--- config.mk ---
export PLATFORM = sky130hd
export DESIGN_NAME = mmio_uart_tx
export DESIGN_NICKNAME = d
export VERILOG_FILES = /design/src/rtl/mmio_uart_tx.sv
export SDC_FILE = /design/constraint.sdc
export NUM_CORES = 1
export LEC_CHECK = 0
export ABC_AREA = 1
export BUFFER_PORTS_ARGS = -buffer_cell sky130_fd_sc_hd__clkbuf_2
export CAP_MARGIN = 20
export CORE_MARGIN = 5
export CORE_UTILIZATION = 55
export DETAILED_ROUTE_END_ITERATION = 12
export PLACE_DENSITY = 0.88
export SLEW_MARGIN = 20
export SYNTH_ARGS = -nofsm -noshare
export SYNTH_HDL_FRONTEND = slang
export SYNTH_SLANG_ARGS = --single-unit
--- constraint.sdc ---
create_clock -name clk -period 4.55 [get_ports clk]
set_input_delay 0.455 -clock clk [delete_from_list [all_inputs] [get_ports clk]]
set_output_delay 0.455 -clock clk [all_outputs]
set_load 0.01 [all_outputs]
--- src/rtl/mmio_uart_tx.sv ---
// Memory-mapped 8N1 UART transmitter with a sticky halt flag.
// Bus requests are answered one cycle later; queued bytes are serialised LSB first.
module mmio_uart_tx #(
  parameter logic [3:0] ADDR_HI  = 4'hf,
  parameter int         BAUD_DIV = 868,
  parameter int         FIFO_LOG = 4
) (
  input  logic        clk,
  input  logic        rst,
  input  logic [31:0] mem_addr,
  input  logic        mem_oe,
  input  logic [31:0] mem_wdata,
  input  logic [3:0]  mem_we,
  output logic [31:0] mmio_rdata,
  output logic        mmio_ready,
  output logic        uart_tx,
  output logic        halt
);

  localparam int DEPTH = 1 << FIFO_LOG;
  localparam int BW    = $clog2(BAUD_DIV);
  localparam logic [BW-1:0]     BAUD_LAST = BW'(BAUD_DIV - 1);
  localparam logic [BW-1:0]     BAUD_ONE  = BW'(1);
  localparam logic [FIFO_LOG:0] CNT_FULL  = (FIFO_LOG + 1)'(DEPTH);
  localparam logic [FIFO_LOG:0] CNT_ONE   = (FIFO_LOG + 1)'(1);
  localparam logic [FIFO_LOG-1:0] PTR_ONE = FIFO_LOG'(1);

  typedef enum logic [1:0] {S_IDLE, S_START, S_DATA, S_STOP} state_t;

  state_t              r_state;
  logic [BW-1:0]       r_baud;
  logic [2:0]          r_bit;
  logic [7:0]          r_shift;
  logic                r_tx;
  logic [7:0]          r_mem [DEPTH];
  logic [FIFO_LOG-1:0] r_wr_ptr;
  logic [FIFO_LOG-1:0] r_rd_ptr;
  logic [FIFO_LOG:0]   r_count;
  logic                r_ovf;
  logic                r_halt;
  logic                r_ready;
  logic [31:0]         r_rdata;

  state_t              w_state_next;
  logic [BW-1:0]       w_baud_next;
  logic [2:0]          w_bit_next;
  logic [7:0]          w_shift_next;
  logic                w_tx_next;
  logic                w_pop;

  logic       w_sel, w_rd, w_wr;
  logic [1:0] w_off;
  logic       w_full, w_empty, w_idle;
  logic       w_push_req, w_push;
  logic       w_baud_end;
  logic       w_unused;

  assign w_sel      = mem_oe && (mem_addr[31:28] == ADDR_HI);
  assign w_off      = mem_addr[3:2];
  assign w_rd       = w_sel && (mem_we == 4'b0000);
  assign w_wr       = w_sel && (mem_we != 4'b0000);
  assign w_full     = (r_count == CNT_FULL);
  assign w_empty    = (r_count == '0);
  assign w_idle     = w_empty && (r_state == S_IDLE);
  assign w_push_req = w_wr && (w_off == 2'd1) && mem_we[0];
  // Fullness uses the pre-cycle count, so a same-cycle pop never makes room.
  assign w_push     = w_push_req && !w_full;
  assign w_baud_end = (r_baud == BAUD_LAST);
  assign w_unused   = ^{mem_addr[27:4], mem_addr[1:0], mem_wdata[31:8]};

  always_comb begin
    w_state_next = r_state;
    w_baud_next  = r_baud;
    w_bit_next   = r_bit;
    w_shift_next = r_shift;
    w_pop        = 1'b0;
    case (r_state)
      S_IDLE: begin
        if (!w_empty) begin
          w_pop        = 1'b1;
          w_shift_next = r_mem[r_rd_ptr];
          w_baud_next  = '0;
          w_state_next = S_START;
        end
      end
      S_START: begin
        if (w_baud_end) begin
          w_baud_next  = '0;
          w_bit_next   = '0;
          w_state_next = S_DATA;
        end else begin
          w_baud_next = r_baud + BAUD_ONE;
        end
      end
      S_DATA: begin
        if (w_baud_end) begin
          w_baud_next = '0;
          if (r_bit == 3'd7) begin
            w_state_next = S_STOP;
          end else begin
            w_bit_next   = r_bit + 3'd1;
            w_shift_next = {1'b0, r_shift[7:1]};
          end
        end else begin
          w_baud_next = r_baud + BAUD_ONE;
        end
      end
      S_STOP: begin
        if (w_baud_end) begin
          w_baud_next = '0;
          if (!w_empty) begin
            // Back-to-back frames: reload straight into the next start bit.
            w_pop        = 1'b1;
            w_shift_next = r_mem[r_rd_ptr];
            w_state_next = S_START;
          end else begin
            w_state_next = S_IDLE;
          end
        end else begin
          w_baud_next = r_baud + BAUD_ONE;
        end
      end
      default: w_state_next = S_IDLE;
    endcase

    case (w_state_next)
      S_START: w_tx_next = 1'b0;
      S_DATA:  w_tx_next = w_shift_next[0];
      default: w_tx_next = 1'b1;
    endcase
  end

  always_ff @(posedge clk) begin
    if (!rst) begin
      r_state <= S_IDLE;
      r_baud  <= '0;
      r_bit   <= '0;
      r_shift <= '0;
      r_tx    <= 1'b1;
    end else begin
      r_state <= w_state_next;
      r_baud  <= w_baud_next;
      r_bit   <= w_bit_next;
      r_shift <= w_shift_next;
      r_tx    <= w_tx_next;
    end
  end

  always_ff @(posedge clk) begin
    if (rst && w_push) begin
      r_mem[r_wr_ptr] <= mem_wdata[7:0];
    end
  end

  always_ff @(posedge clk) begin
    if (!rst) begin
      r_wr_ptr <= '0;
      r_rd_ptr <= '0;
      r_count  <= '0;
      r_ovf    <= 1'b0;
      r_halt   <= 1'b0;
      r_ready  <= 1'b0;
      r_rdata  <= '0;
    end else begin
      if (w_push) r_wr_ptr <= r_wr_ptr + PTR_ONE;
      if (w_pop)  r_rd_ptr <= r_rd_ptr + PTR_ONE;
      case ({w_push, w_pop})
        2'b10:   r_count <= r_count + CNT_ONE;
        2'b01:   r_count <= r_count - CNT_ONE;
        default: r_count <= r_count;
      endcase
      if (w_rd && (w_off == 2'd1)) begin
        r_ovf <= 1'b0;
      end else if (w_push_req && w_full) begin
        r_ovf <= 1'b1;
      end
      if (w_wr && (w_off == 2'd0)) r_halt <= 1'b1;
      r_ready <= w_rd;
      r_rdata <= (w_rd && (w_off == 2'd1)) ? {29'b0, r_ovf, w_idle, !w_full} : 32'b0;
    end
  end

  assign uart_tx    = r_tx;
  assign halt       = r_halt;
  assign mmio_ready = r_ready;
  assign mmio_rdata = r_rdata;

endmodule

==> After elaboration in Yosys (flattened, before gate mapping) <==
Memory sizes are Yosys's and may differ from the RTL's. A register that Yosys moved wholly into a read port is not among the register bits.
Index checks and enable logic that the tools add are counted.
{ "totals": {"regBits": 72, "ramBits": 128, "inputBits": 71, "out_inout_bits": 35, "word_cells": 92, "memories": 1} }
{ "mem_list": {"columns": ["name", "depth", "width", "rd", "rd_clocked_by_memory_dff", "wr", "line", "text"], "rows": [
  ["r_mem", 16, 8, 1, 1, 1, "35", "logic [7:0] r_mem [DEPTH];"]
]} }
{ "op_classes": {"addsub": 6, "eq_ne": 17, "n_mux": 28, "n_bitwise": 1, "n_reduce_logical": 25} }
{ "op_table": {"columns": ["op", "n"], "rows": [
  ["8-bit two-way mux", 4],
  ["8-bit one-hot mux with 3 select lines", 1],
  ["10-bit two-way mux", 2],
  ["10-bit one-hot mux with 2 select lines", 1],
  ["1-bit logical AND", 11],
  ["10-bit by 1-bit adder with 10-bit output (second input constant)", 1],
  ["10-bit == test (second input constant)", 1],
  ["2-bit two-way mux", 5],
  ["2-bit inequality test (second input constant)", 5],
  ["5-bit one-hot mux with 2 select lines", 1],
  ["3-bit two-way mux", 3],
  ["4-bit by 1-bit adder with 4-bit output (second input constant)", 2],
  ["2-bit by 1-bit == test with 1-bit output (second input constant)", 4],
  ["2-bit == test (second input constant)", 4],
  ["4-bit two-way mux", 2],
  ["2-bit one-hot mux with 4 select lines", 1],
  ["4-bit AND reduction", 2],
  ["3-bit one-hot mux with 2 select lines", 1],
  ["5-bit by 1-bit adder with 5-bit output (second input constant)", 1],
  ["5-bit == test (second input constant)", 1],
  ["5-bit logical NOT", 1],
  ["1-bit two-way mux", 5],
  ["5-bit by 1-bit subtractor with 5-bit output (second input constant)", 1],
  ["4-bit == test (second input constant)", 1],
  ["13 further kinds", 16]
]} }

==> Depth between registers and ports, before layout <==
{ "depth": {"word_depth": 9, "mapped_depth": 18} }

==> Least setup slack after synthesis <==
Ideal clock, no wire load.
{ "synth_path": {"path_kind": "reg-to-reg", "startpoint": "register r_baud[1]", "endpoint": "register r_count[4]", "setup_ns": 0.132, "t_arrival_ns": 2.109, "setup_slack_ns": 2.309, "stages_incl_launch_ff": 18, "path_buffers": 0, "cell_sequence": "dfxtp_1 ha_1 nand2_1 nor2_1 nand4_1 nand2_2 nand2_2 inv_2 ha_1 xor2_1 ha_1 inv_1 nand2_1 nand2_1 nand3_1 nand2_1 nand2_1 a21oi_2"} }
{ "synth_via": {"elab_chain_len": 5} }
{ "synth_rtl": {"columns": ["item", "line", "text"], "rows": [
  ["start: declaration", "31", "logic [BW-1:0] r_baud;"],
  ["start signal: assignment", "142", "r_baud <= w_baud_next;"],
  ["10-bit == test *", "68", "assign w_baud_end = (r_baud == BAUD_LAST);"],
  ["1-bit two-way mux *", "109", "if (w_baud_end) begin"],
  ["1-bit one-hot mux with 2 select lines *", "77", "case (r_state)"],
  ["named net w_pop", "49", "logic w_pop;"],
  ["2-bit by 1-bit == test with 1-bit output / 2-bit == test (equally long branches)", "167", "case ({w_push, w_pop})"],
  ["5-bit one-hot mux with 2 select lines / 2-bit nonzero test (equally long branches)", null, null],
  ["end signal: assignment", "168", "2'b10: r_count <= r_count + CNT_ONE;"],
  ["end signal: assignment", "169", "2'b01: r_count <= r_count - CNT_ONE;"],
  ["end signal: assignment", "170", "default: r_count <= r_count;"],
  ["end: declaration", "38", "logic [FIFO_LOG:0] r_count;"]
]} }
The timed path passes the listed nets; every way through them passes the cells marked *.
A chain may end at the register's enable or synchronous reset.

==> Final worst setup path <==
{ "layout_path": {"startpoint": "register r_baud[1]", "endpoint": "register r_count[3]"} }
The elaborated chain is that of the path after synthesis.

==> run_results.csv <==
group,metric,value,unit
global_route,grtUsageTotal,20.78,%
die,die_w,129.5,µm
die,dieArea,16780,µm²
drt,drt_iter0_drc,651,
die,num_rows,43,
critical_path,worst-path-buf-inv,2,
yosys,yosysUniqueCellTypes,43,
power,switching_share,34.68,%
run_status,status,"finished, final reports clean",
global_route,grt_pass1_vias,5606,
power,p_comb_share,23.3,%
global_route,grt_max_degree,65,
final_layout,syn_to_final_growth,9.663,%
yosys,synthTopCellsByArea,"edfxtp_1 49%, dfxtp_1 12%, nor2_1 7.2%",
placement,io_buffers,26,
power,seqPwrFrac,42.7,%
global_route,grt-ovfl-total,0,
placement,place_congestion,0.8016,
yosys,synth_top_area_share,48.90,%
power,p_leak,3.079,nW
worst_hold_path,min_path_type,"primary input to register",
worst_hold_path,hp-start,"mem_we[2]",
clock_network,clock_path_buffers,2,
yosys,synth_warnings,0,
critical_path,crit_type,"register to register",
yosys,syn_area_per_cell,10.27,µm²
global_route,grt_pass1_wl,27160,µm
yosys,synth-edff-count,128,
drt,vias,5711,
global_route,antenna_found_initial,0,
critical_path,path_max_fanout,4,
yosys,ys_seq_area_share,60.87,%
critical_path,r2r-start,"r_baud[1]$_SDFFE_PN0N_",
timing,setup_tns,0,ps
drt,viasPerCell,5.851,
drt,drc,0,
power,power,4.474,mW
clock_network,cts_resized,0,
final_layout,drive_above_1_share,10.93,%
clock_network,cts_buffers,17,
timing,hold_viol_final,0,
yosys,synthArstFlopShare,0,%
critical_path,required,4880,ps
timing,min_period_over_period,60.03,%
final_layout,diodes,0,
yosys,synth_top_cell_by_area,"edfxtp_1",
power,power.internal,2.923,mW
timing,drv_slew,0,
final_layout,fillCellCount,1008,
clock_network,cts_hold_buf,0,
die,initial_utilization,56.41,%
power,p_sw,1.552,mW
clock_network,cts_setup_buffers,0,
clock_network,htree_levels,4,
critical_path,max_stage_delay,360,ps
critical_path,path_cells,"ha_1 -> nand2_1 -> nor2_1 -> nand4_1 -> nand2_2 -> nand2_2 -> inv_2 -> ha_1 -> xnor2_1 -> nand3b_1 -> nand2_1 -> nor2_1 -> xor2_1 -> o21ai_1 -> inv_1",
critical_path,crit_path_start,"r_baud[1]$_SDFFE_PN0N_",
timing,fin_crit,2731,ps
clock_network,cts_sinks,175,
yosys,netlist_area,7860,µm²
drt,finalWirelength,16610,µm
timing,finalSetupViolations,0,
yosys,synth_ff_type,"edfxtp_1",
final_layout,layout.nets,871,
clock_network,path_clk_slew,70,ps
yosys,synthTopCellsByCount,"151 x nor2_1, 128 x edfxtp_1, 84 x o21ai_0",
drt,wl_per_cell,17.02,µm
timing,finalClockSkew,12.66,ps
clock_network,cts_tree,"yes",
critical_path,end_kind,"register",
drt,dr.pass1.iters,6,
power,powerDensity,519.1,nW/µm²
job,maxCapViolCount,0,
yosys,synth_seq_cells,175,
critical_path,slowest_stage,"dfxtp_1",
clock_network,cts-root-buf,"clkbuf_16",
die,die_y,129.5,µm
yosys,synth.most_common_cell,"nor2_1",
timing,fmax,0.3661,GHz
power,peakVddDrop,0.0004704,V
timing,slew_headroom,33.93,%
power,pwr-share-clk,34.0,%
drt,postRouteAntennaNets,0,
yosys,syn-instance-count,765,
die,num_io_pins,106,
clock_network,worstSkewPairLatency,430,ps
timing,rsz0062_at_grt,"no",
critical_path,critPathArrivalTime,3060,ps
critical_path,cp_top_family,"simple AND/OR/NAND/NOR gates",
die,core,13930,µm²
placement,hpwl,9672,µm
critical_path,worst_setup_path_start_kind,"register",
timing,tightest_slew,989.8,ps
[final timing paths]
kind         depth (start not counted)  slack [ps]                  endpoint
max                                 15        1820   r_count[3]$_SDFFE_PN0P_
min                                  4         310     mmio_ready$_SDFF_PN0_
max reg2reg                         15        1820   r_count[3]$_SDFFE_PN0P_
min reg2reg                          2         440  mmio_rdata[2]$_SDFF_PN0_
[cell families after synthesis]
group	after synthesis	synth area share [%]
and+or+nand+nor	286	15.81
DFF	175	60.87
AOI/OAI and AO/OA	171	12.81
buffers and inverters	108	6.972
adders and majority gates	17	2.706
xor gates and xnor gates	7	0.7800
other	1	0.04771
[state kept, by name, indices dropped and copies added, names as in the netlist, 2 cells and up, named ones only]
| register | cells |
|---|---|
| r_baud | 10 |
| r_shift | 8 |
| mmio_rdata | 3 |
| r_count | 5 |
| r_state | 2 |
| r_wr_ptr | 4 |
| r_bit | 3 |
| r_rd_ptr | 4 |
| r_mem | 128 |
[stage by stage]
stage	cells	utilization (%)	instance area (µm²)	hold slack, ps	setup slack (ps)
6_report	976	61.86	8620	314.6	1819
4_1_cts	976	61.84	8617	301.7	1831
3_3_place_gp	944	57.32	7988	431.2	2057
2_1_floorplan	793	-	7965	416.0	2309
5_1_grt	976	61.86	8620	351.3	1574
3_5_place_dp	944	57.32	7988	433.4	1959
[cell usage in the layout, fill, tap and decap left out, types with 2 or more instances in the layout]
master / netlist / final
inv_6: 0 / 3
buf_4: 34 / 3
nor2_2: 2 / 2
o221ai_1: 4 / 4
o21bai_1: 4 / 4
nand4_1: 9 / 9
o21ai_1: 2 / 2
a21oi_2: 3 / 3
edfxtp_1: 128 / 128
nor2_4: 2 / 2
clkbuf_2: 0 / 26
inv_1: 44 / 44
and3_1: 4 / 4
inv_8: 0 / 3
dfxtp_1: 47 / 45
clkinv_1: 2 / 2
o21ai_0: 84 / 84
o211ai_1: 33 / 33
clkinv_8: 0 / 3
inv_12: 0 / 3
ha_1: 17 / 17
a221oi_1: 2 / 2
a211oi_1: 2 / 2
a21oi_1: 32 / 32
nand3_1: 27 / 27
conb_1: 1 / 29
nand2_1: 69 / 69
nand2_2: 6 / 6
nor2_1: 151 / 151
xor2_1: 6 / 6
clkbuf_16: 0 / 17
nor3_1: 9 / 9
inv_2: 3 / 3
[cell type report]
class / instances / area (µm²) / area share, %
Sequential cell: 175 / 4790 / 55.57
Inverter: 50 / 190.2 / 2.206
Timing Repair Buffer: 29 / 152.6 / 1.771
Clock inverter: 15 / 203.9 / 2.366
Multi-Input combinational cell: 510 / 2633 / 30.54
Tap cell: 180 / 225.2 / 2.613
Clock buffer: 17 / 425.4 / 4.935
[layer usage]
metal  share of wire (%)  vias to the layer above  GRT usage [%]
met5                   0                        -              0
met4                 4.1                        0          10.02
met3                 8.2                       61          4.287
met2                  50                      318          35.79
met1                  38                     2683          25.01
li1                    -                     2649              -
[worst reg2reg max path: stages, from the launching register on]
cell,delay (ps)
dfxtp_1,360
ha_1,220
nand2_1,70
nor2_1,200
nand4_1,150
nand2_2,150
nand2_2,90
inv_2,90
ha_1,290
xnor2_1,270
nand3b_1,180
nand2_1,60
nor2_1,180
xor2_1,120
o21ai_1,160
inv_1,50
[power groups by stage]
| stage | combinational (mW) | sequential, mW | clock, mW |
|---|---|---|---|
| 2_1_floorplan | 0.853 | 1.86 | 0 |
| 3_3_place_gp | 0.946 | 1.94 | 0 |
| 3_5_place_dp | 0.986 | 1.94 | 0 |
| 4_1_cts | 1.03 | 1.91 | 1.52 |
| 5_1_grt | 1.18 | 1.93 | 1.60 |
| 6_report | 1.04 | 1.91 | 1.52 |
Note: power is estimated with default switching activity, not from simulation.
